File: src/rtl/io_port_unit.sv
// I/O port block: strobe-fed input FIFO with show-ahead head, plus an output
// holding register with valid/ack handshake and sticky drop flags.
module io_port_unit #(
    parameter int DATA_W = 32,
    parameter int ADDR_W = 2
) (
    input  logic              clk,
    input  logic              clear,
    input  logic [DATA_W-1:0] in_data,
    input  logic              strobe,
    input  logic              in_pop,
    output logic [DATA_W-1:0] in_rd_data,
    output logic              in_empty,
    output logic              in_full,
    output logic [ADDR_W:0]   in_count,
    output logic              in_overflow,
    input  logic [DATA_W-1:0] bus_data,
    input  logic              out_load,
    output logic [DATA_W-1:0] out_data,
    output logic              out_valid,
    input  logic              out_ack,
    output logic              out_overrun,
    input  logic              flag_clr
);

    localparam int DEPTH = 2 ** ADDR_W;
    localparam int CNT_W = ADDR_W + 1;

    logic [DATA_W-1:0] mem [DEPTH];
    logic [ADDR_W-1:0] wr_ptr;
    logic [ADDR_W-1:0] rd_ptr;
    logic [CNT_W-1:0]  count;
    logic              strobe_d;

    logic push_req;
    logic pop_ok;
    logic push_ok;
    logic ovf_set;
    logic ovr_set;

    always_comb begin
        in_empty = (count == '0);
        in_full  = (count == CNT_W'(DEPTH));
        push_req = strobe & ~strobe_d;
        pop_ok   = in_pop & ~in_empty;
        // A pop in the same cycle frees the slot, so a push into a full FIFO still lands.
        push_ok  = push_req & (~in_full | pop_ok);
        ovf_set  = push_req & in_full & ~pop_ok;
        ovr_set  = out_load & out_valid & ~out_ack;
    end

    assign in_count   = count;
    assign in_rd_data = in_empty ? '0 : mem[rd_ptr];

    // strobe_d resets high so a strobe already asserted at reset release is not an edge.
    always_ff @(posedge clk or posedge clear) begin
        if (clear) begin
            strobe_d <= 1'b1;
        end else begin
            strobe_d <= strobe;
        end
    end

    always_ff @(posedge clk) begin
        if (push_ok) begin
            mem[wr_ptr] <= in_data;
        end
    end

    always_ff @(posedge clk or posedge clear) begin
        if (clear) begin
            wr_ptr <= '0;
            rd_ptr <= '0;
            count  <= '0;
        end else begin
            if (push_ok) begin
                wr_ptr <= wr_ptr + ADDR_W'(1);
            end
            if (pop_ok) begin
                rd_ptr <= rd_ptr + ADDR_W'(1);
            end
            case ({push_ok, pop_ok})
                2'b10:   count <= count + CNT_W'(1);
                2'b01:   count <= count - CNT_W'(1);
                default: count <= count;
            endcase
        end
    end

    always_ff @(posedge clk or posedge clear) begin
        if (clear) begin
            out_data  <= '0;
            out_valid <= 1'b0;
        end else if (out_load) begin
            out_data  <= bus_data;
            out_valid <= 1'b1;
        end else if (out_ack) begin
            out_valid <= 1'b0;
        end
    end

    // Set beats clear when both happen in the same cycle.
    always_ff @(posedge clk or posedge clear) begin
        if (clear) begin
            in_overflow <= 1'b0;
            out_overrun <= 1'b0;
        end else begin
            in_overflow <= ovf_set | (in_overflow & ~flag_clr);
            out_overrun <= ovr_set | (out_overrun & ~flag_clr);
        end
    end

endmodule

File: config.mk
export PLATFORM = sky130hd
export DESIGN_NAME = io_port_unit
export DESIGN_NICKNAME = d
export VERILOG_FILES = /design/src/rtl/io_port_unit.sv
export SDC_FILE = /design/constraint.sdc
export NUM_CORES = 1
export LEC_CHECK = 0
export CORE_MARGIN = 3
export CORE_UTILIZATION = 25
export CTS_CLUSTER_SIZE = 24
export DETAILED_ROUTE_END_ITERATION = 7
export PLACE_DENSITY = 0.47
export SLEW_MARGIN = 30
export SYNTH_ARGS = -nofsm -noshare
export SYNTH_HDL_FRONTEND = slang
export SYNTH_SLANG_ARGS = --single-unit
File: constraint.sdc
create_clock -name clk -period 2 [get_ports clk]
set_input_delay 0.2 -clock clk [delete_from_list [all_inputs] [get_ports clk]]
set_output_delay 0.2 -clock clk [all_outputs]
set_load 0.02 [all_outputs]
==> results of run 1 <==
-- per-stage QoR --
step                      utilization  worst slack [ps]  setup TNS [ps]
after floorplan                     -            -189.0          -189.0
after global placement         0.3357            -98.72           -2818
final                          0.3687            -162.4           -2290
after CTS                      0.3637            -226.4           -4209
after detailed placement       0.3357            -110.2           -4010
after global routing           0.3686            -210.6           -4702
-- cell usage after synthesis (all sizes together) (2+ instances only) --
library cell	instances
dfrtp	42
or3	2
edfxtp	128
and2	36
a21oi	3
nor2	3
nand2	5
o221ai	2
mux2	33
clkbuf	6
buf	12
nand3	3
mux4	32
ha	4
inv	11
xnor2	5
-- registers in the layout, summed over array words and instances, names as in the netlist --
register and count:
mem 128, out_data 32, in_count 3, rd_ptr 2, wr_ptr 2, in_overflow 1, out_overrun 1, out_valid 1
strobe_d 1
-- per-layer routing --
layer,wire (um),vias up,GRT usage,share of wire
met5,13,-,0,0.00085
met4,204,2,0.03627,0.013
met3,1126,14,0.04263,0.074
met2,7250,121,0.1726,0.47
met1,6717,1889,0.1360,0.44
li1,-,1666,-,-
-- worst register-to-register path: cells and delay by family, from the launching register on --
| family | cells | cell delay, ps |
|---|---|---|
| fa+ha+maj | 1 | 360 |
| flops | 1 | 510 |
| compound gates | 2 | 280 |
| simple gates | 3 | 610 |
-- layout make-up --
| cell class | count | area share |
|---|---|---|
| diodes | 1 | 0.0002590 |
| clock buffers | 17 | 0.04403 |
| clock inverters | 15 | 0.02137 |
| inverters | 11 | 0.004274 |
| multi-input cells | 137 | 0.1725 |
| flip-flops and latches | 171 | 0.5100 |
| well taps | 335 | 0.04338 |
| repair buffers | 183 | 0.2042 |
-- logic make-up (layout without fill, tap and decap cells) --
logic type | count (synthesis) | count (layout) | share of synthesized area
multiplexers | 65 | 65 | 0.1653
AO/OA/AOI/OAI | 12 | 12 | 0.01364
other | 0 | 1 | 0
buffers and inverters | 29 | 226 | 0.02615
flip-flops | 171 | 171 | 0.7347
XOR/XNOR | 5 | 5 | 0.006538
AND/OR/NAND/NOR | 50 | 50 | 0.04315
adder cells (fa/ha/maj) | 5 | 5 | 0.01046
-- what timing repair did --
| action | 4_1_cts | 5_1_grt |
|---|---|---|
| resized for setup | 185 | 32 |
| hold buffers | 0 | 0 |
| setup endpoints to repair | 34 | 35 |
| pin swaps | 16 | 5 |
| gates cloned | 2 | 2 |
| buffers inserted | 5 | 5 |
-- final timing paths --
| check | start | endpoint | slack [ps] |
|---|---|---|---|
| setup / recovery | rd_ptr[0] | in_rd_data[12] | -160 |
| hold / removal | strobe | strobe_d | 220 |
| setup reg to reg | strobe_d | in_count[2] | 130 |
| hold reg to reg | out_overrun | out_overrun | 500 |
| max in group asynchronous | clear | rd_ptr[1] | 1330 |
| min in group asynchronous | clear | out_data[19] | 230 |
-- power breakdown --
part | internal (mW) | switching, mW
clock | 2.12 | 1.40
sequential | 4.27 | 0.148
combinational | 3.08 | 2.52
total | 9.46 | 4.06
-- placed cells by master (no fill, tap or decap), types with 3 or more instances in the layout --
master	Yosys	routed
and2_4	0	25
edfxtp_1	128	128
inv_1	11	10
ha_1	4	4
and2_2	0	4
buf_4	0	23
clkdlybuf4s50_1	0	108
dfrtp_2	0	5
clkbuf_16	0	19
inv_6	0	6
xnor2_1	5	5
bufinv_16	0	4
mux2_2	33	33
buf_12	3	16
nor2_1	3	3
dfrtp_1	42	37
buf_6	1	25
and2_1	36	7
mux4_2	28	32
buf_2	8	7
nand2_1	5	5
==> out/qor.txt, run 1 <==
WHS = 223.6 ps
CP Cell Sequence = buf_4 -> buf_12 -> buf_4 -> mux4_2 -> and2_4 -> buf_6
Post-Route WL = 15.31 mm
residual DRC count = 0
CTS H-tree lvls = 4
Layout Nets = 597
ys async rst share = 0.2515
proportion of synthesized chip area in sequential cells = 0.7347
cts bufs inserted = 17
pin count of the biggest net entering global routing = 44
Worst Path Arrival = 1960 ps
CTS Buffer Depth = 2
top cell type's share of synthesized area = 0.5739
relative slew slack = 0.6291
Remaining Overflow, GRT = 0
Port Buffers = 142
Worst R2R Path Depth = 6
Setup crit end kind = output pin
Ports = 143
placed instance count = 824
Die H = 169.7 um
Starting Density = 0.2556
Die W = 169.7 um
Die Area = 28790 sq um
Finish-stage setup viols = 30
hold path depth = 1
first drt pass iteration count = 4
GRT Total Usage = 0.1086
post-layout min period = 2162 ps
DRC violation total after the first TritonRoute iteration = 103
WP depth = 6
leakage power = 3.519 nW
pin slew with the least headroom to its limit = 556.4 ps
area grow syn2layout = 44.26%
RSZ-0062 raised after global routing = true
Crit Path Class = reg -> out
hold crit path type = in -> reg
Final ANT Viol Nets = 0
skew final = 10.90 ps
Mean Syn Cell Area = 19.87 sq um
Rows = 59
number of global-route vias before repair = 4142
Reg area = 4927 sq um
Crit path largest cell delay = 440 ps
mapped cell area = 6698 sq um
Filler cells = 2420
CP Buf/Inv Count = 4
Tcrit/Tclk final = 1.081
crit path launch type = flop
Critical Path RT = 1800 ps
total power draw = 13.53 mW
Yosys cell types = 30
Synth Register Bits = 171
clk sinks = 171
Max-Cap Viols = 0
Synth Flop Type = edfxtp_1
Placer Congestion = 0.6878
most used cell, CP = buf_4
Post-Layout Cell Count = 870
violated checks = negative setup slack
Synth area leaders = edfxtp_1 (57%), dfrtp_1 (16%), mux4_2 (9.4%), mux2_2 (5.5%), and2_1 (3.4%)
Peak VDD IR = 0.6095 mV
Post-synth EDFFs = 128
Routed WL per cell = 17.60 um
largest fanout on the critical path = 5
final hold vios = 0
Synthesis Warnings = 0
area of the multi-input gates = 1667 sq um
outcome = finished with violations
pwr/cell area = 1400 nW/um^2
CP delay by family, top = buffers and inverters
HPWL after detailed placement = 9.732 mm
Core ar. = 26210 sq um
Design Area, Final = 9662 sq um
maximum clock frequency = 0.4624 GHz
Setup WS post-layout = -162.4 ps
CTS Root Cell = clkbuf_16
Slowest-stage cell, CP = mux4_2
CTS clk-pin slew, worst paths = 60 ps
layout cells sized above 1 = 0.3951
worst skew pair latency = 420 ps
cell accounting for the most synthesized area = edfxtp_1
CTS tree = done
vias per std cell = 4.244
Syn Nets = 413
initial antenna violation count = 1
overall via count from detail_route = 3692
Post-Syn Instances = 337
post-placement cell area = 8798 sq um
global-route wire length before repair = 23.72 mm
Final Max Tran Viols = 0
Power figures use the tool's default switching activity.
==> run 2, diff against run 1 <==
CORE_MARGIN = not set   (was 3)
CTS_CLUSTER_SIZE = 20   (was 24)
==> run 2 against run 1 <==
Against the previous run:
- the run ends with design-rule violations, negative setup slack left
- wire length is 3.6% lower
- sequential power hardly changed
- clock-buffer cell count stayed put
- setup slack better by 2.4 ps
- utilization is 0.25 points lower
- cell area is 0.67% lower
- clock skew is 3.0 ps lower
- die area is 4.7% lower
- combinational power is 1% higher
==> out/qor.txt, run 2 (synthesis results as in run 1) <==
outcome = finished with violations
violated checks = design-rule violations, negative setup slack
DRC violation total after the first TritonRoute iteration = 160
CTS tree = done
most common cell after layout, fill and taps aside = edfxtp_1
CP Cell Sequence = buf_12 -> buf_12 -> buf_16 -> mux4_2 -> and2_4 -> buf_6
CP delay by family, top = buffers and inverters
Post-Route WL = 14.76 mm
first drt pass iteration count = 6
Worst Setup EP = in_rd_data[10]
CTS clk-pin slew, worst paths = 70 ps
Largest register FFs = 128
Die H = 165.7 um
Crit path largest cell delay = 490 ps
WP depth = 6
RSZ-0062 raised after global routing = true
Post-Route Utilization = 0.3662
worst skew pair latency = 420 ps
pin slew with the least headroom to its limit = 302.1 ps
Setup WS post-layout = -160.0 ps
Remaining Overflow, GRT = 0
pwr/cell area = 1393 nW/um^2
Finish-stage setup viols = 32
setup TNS = -3354 ps
Starting Density = 0.2556
pin count of the biggest net entering global routing = 44
Tcrit/Tclk final = 1.080
GRT Total Usage = 0.1125
number of global-route vias before repair = 4096
Setup crit start = rd_ptr[0]
CTS Buffer Depth = 2
Die W = 165.7 um
Crit Path Class = reg -> out
Setup crit end kind = output pin
CTS Root Cell = clkbuf_16
area grow syn2layout = 43.28%
antenna fix cells = 0
Routed WL per cell = 17.07 um
largest fanout on the critical path = 5
Final ANT Viol Nets = 0
relative slew slack = 0.7986
vias per std cell = 4.252
Layout Nets = 593
most frequent cells in the layout = edfxtp_1 (128), clkdlybuf4s50_1 (108), dfrtp_1 (37), mux2_2 (33), buf_6 (33)
cts bufs inserted = 17
overall via count from detail_route = 3678
Peak VDD IR = 0.4999 mV
Port Buffers = 142
Post-Layout Cell Count = 865
Final Max Tran Viols = 0
CTS H-tree lvls = 4
Worst R2R End = in_count[2]
Critical Path RT = 1800 ps
Placer Congestion = 0.6922
Max-Cap Viols = 0
hold crit path type = in -> async
R2R Path Start = in_count[1]
HPWL after detailed placement = 9.567 mm
Rows = 59
Ports = 143
clk sinks = 171
Worst Path Arrival = 1960 ps
pre-CTS WS = -115.8 ps
post-layout min period = 2160 ps
final hold vios = 0
global-route wire length before repair = 23.13 mm
Core ar. = 26210 sq um
maximum clock frequency = 0.4630 GHz
leakage power = 3.479 nW
placed instance count = 825
CP Buf/Inv Count = 4
crit path launch type = flop
skew final = 7.926 ps
initial antenna violation count = 1
register name with the most flops = mem
WHS = 111.2 ps
most used cell, CP = buf_12
residual DRC count = 19
Worst R2R Path Depth = 7
layout cells sized above 1 = 0.4038
Slowest-stage cell, CP = mux4_2
R2R setup slack = 160 ps
Die Area = 27450 sq um
## run 2: changes by cell type in the layout (fill, tap and decap cells not counted), sizes merged
cell,before,now
clkbuf,20,18
bufinv,4,1
clkinvlp,0,2
buf,72,69
diode,1,0
clkdlybuf4s15,0,1
inv,18,19
## run 2: worst min-delay path by stage
| stage | from | end | slack [ps] | cells past startpoint |
|---|---|---|---|---|
| after floorplan | strobe | strobe_d | 200 | 0 |
| after global placement | out_overrun | out_overrun | 480 | 1 |
| after detailed placement | out_data[24] | out_data[24] | 500 | 1 |
| after CTS | clear | out_data[13] | 110 | 3 |
| after global routing | clear | out_data[8] | 140 | 3 |
| final | clear | out_data[8] | 110 | 3 |
## run 2: power breakdown
| group | switching [mW] | internal [mW] | total [mW] |
|---|---|---|---|
| registers | 0.137 | 4.27 | 4.40 |
| logic | 2.49 | 3.18 | 5.67 |
| clock network | 1.52 | 1.78 | 3.30 |
| total | 4.14 | 9.23 | 13.4 |
## run 2: per-layer routing
layer,vias to the layer above,wire length [um],share of wire,track usage
li1,1653,-,-,-
met1,1894,5906,0.40,0.1307
met2,115,7623,0.52,0.1907
met3,14,1032,0.070,0.04158
met4,2,188,0.013,0.03901
met5,-,13,0.00088,0
## run 2: timing repair
item                                    in CTS  in global routing
endpoints found under the setup margin      34                 34
hold buffers                                 0                  0
cloned                                       4                  0
hold endpoints to repair                     0                  0
pin swaps                                    7                  3
buffers inserted                             6                  1
gates resized for setup                    233                  6
## run 2: per-stage QoR
| stage | area, sq um | power, mW |
|---|---|---|
| after detailed placement | 8731 | 9.221 |
| final | 9597 | 13.37 |
| after floorplan | 6708 | 7.168 |
| after global placement | 8731 | 9.173 |
| after CTS | 9632 | 13.75 |
| after global routing | 9597 | 14.02 |
## run 2: worst register-to-register path: cells and delay by family (launching register included)
family	cells	cell delay [ps]
DFF	1	360
AOI/OAI and AO/OA	2	260
adders and majority gates	1	350
and+or+nand+nor	3	610
buffers and inverters	1	140
## run 2: area by class of cell
type | instances | area, sq um
Inverter | 11 | 41.29
Tap cell | 335 | 419.2
Clock buffer | 17 | 425.4
Fill cell | 2449 | 16610
Clock inverter | 15 | 167.7
Sequential cell | 171 | 4927
Multi-Input combinational cell | 137 | 1684
Timing Repair Buffer | 179 | 1932
==> run 3, diff against run 2 <==
RECOVER_POWER = 25   (was not set)
SKIP_LAST_GASP = 1   (was not set)
==> run 3 against run 2 <==
Against the previous run:
- the flow still finishes with violations (design-rule violations, negative setup slack)
- combinational power is essentially flat
- cell area down 0.16%
- total power barely moved
- via count down 0.68%
- critical endpoint unchanged
- largest cell class unchanged
==> out/qor.txt, run 3 (synthesis results as in run 1) <==
outcome = finished with violations
violated checks = design-rule violations, negative setup slack
CTS Buffer Depth = 2
Ports = 143
Routed WL per cell = 17.08 um
Worst R2R Path Depth = 7
Largest register FFs = 128
Post-Route WL = 14.77 mm
pwr/cell area = 1394 nW/um^2
Worst Path Arrival = 1960 ps
Worst Hold End = strobe_d
CTS tree = done
register name with the most flops = mem
antenna fix cells = 0
global-route wire length before repair = 23.12 mm
initial antenna violation count = 1
Remaining Overflow, GRT = 0
skew final = 9.199 ps
Die H = 165.7 um
Critical Path RT = 1800 ps
WHS = 353.0 ps
R2R Path Start = in_count[1]
Reg area = 4927 sq um
setup TNS = -3342 ps
Die Area = 27450 sq um
# hold bufs at CTS = 0
CTS clk-pin slew, worst paths = 70 ps
DRC violation total after the first TritonRoute iteration = 159
Tcrit/Tclk final = 1.079
clk sinks = 171
area of the multi-input gates = 1684 sq um
Setup WS post-layout = -158.4 ps
Placer Congestion = 0.6922
layout cells sized above 1 = 0.4038
hold crit path type = in -> reg
pre-CTS WS = -115.8 ps
Filler cells = 2451
Max-Cap Viols = 0
overall via count from detail_route = 3653
crit path launch type = flop
Rows = 59
area grow syn2layout = 43.06%
pin count of the biggest net entering global routing = 44
vias per std cell = 4.223
residual DRC count = 19
GRT Total Usage = 0.1124
Hold Path Origin = strobe
RSZ-0062 raised after global routing = true
most frequent cells in the layout = edfxtp_1 (128), clkdlybuf4s50_1 (93), dfrtp_1 (37), mux2_2 (33), buf_6 (33)
final hold vios = 0
cts bufs inserted = 17
pin slew with the least headroom to its limit = 1175 ps
Core ar. = 26210 sq um
leakage power = 3.478 nW
Port Buffers = 142
maximum clock frequency = 0.4633 GHz
Post-Route Utilization = 0.3656
Peak VDD IR = 0.4999 mV
Final Max Tran Viols = 0
first drt pass iteration count = 6
relative slew slack = 0.2168
HPWL after detailed placement = 9.567 mm
Final ANT Viol Nets = 0
Setup crit end kind = output pin
CTS H-tree lvls = 4
post-layout min period = 2158 ps
CTS Root Cell = clkbuf_16
Starting Density = 0.2556
worst skew pair latency = 420 ps
Worst R2R End = in_count[2]
R2R setup slack = 160 ps
hold path depth = 1
most common cell after layout, fill and taps aside = edfxtp_1
Finish-stage setup viols = 32
largest fanout on the critical path = 5
number of global-route vias before repair = 4093
Crit Path Class = reg -> out
Die W = 165.7 um
Layout Nets = 593
## run 3: final cells by class
class / count / share of cell area
timing repair buffer: 179 / 0.2001
clock buffer: 17 / 0.04440
multi-input combinational: 137 / 0.1758
clock inverter: 15 / 0.01750
inverter: 11 / 0.004309
sequential: 171 / 0.5142
tap: 335 / 0.04375
## run 3: worst max-delay path: stages (launching register included)
cell and delay (ps):
dfrtp_2 380, buf_12 130, buf_12 120, buf_16 120, mux4_2 490, and2_4 180, buf_6 120
## run 3: worst max path at each step
stage	start	endpoint	depth (start not counted)
after floorplan	in_count[1]	in_count[2]	8
after global placement	rd_ptr[0]	in_rd_data[2]	4
after detailed placement	rd_ptr[0]	in_rd_data[2]	4
after CTS	rd_ptr[0]	in_rd_data[5]	6
after global routing	rd_ptr[0]	in_rd_data[10]	6
final	rd_ptr[0]	in_rd_data[10]	6
## run 3: through the flow
step,power (mW),instance area (sq um),instances
6_report,13.36,9582,865
5_1_grt,14.01,9582,865
4_1_cts,13.73,9625,867
3_5_place_dp,9.221,8731,825
3_3_place_gp,9.173,8731,825
2_1_floorplan,7.168,6708,337
## run 3: layer usage
metal / share of wire / vias to the layer above / GRT usage
li1: - / 1653 / -
met1: 0.39 / 1864 / 0.1306
met2: 0.52 / 119 / 0.1907
met3: 0.072 / 15 / 0.04158
met4: 0.013 / 2 / 0.03901
met5: 0.00088 / - / 0
## run 3: where the power goes
part           switching (mW)  internal [mW]  total, mW
combinational            2.49           3.17       5.65
clock                    1.52           1.78       3.30
sequential              0.137           4.27       4.40
total                    4.14           9.22       13.4
## run 3: what timing repair did
action	in CTS	in global routing
pin swaps	7	1
setup buffers	6	1
cloned	4	0
gates resized for setup	231	8
setup endpoints to repair	34	35
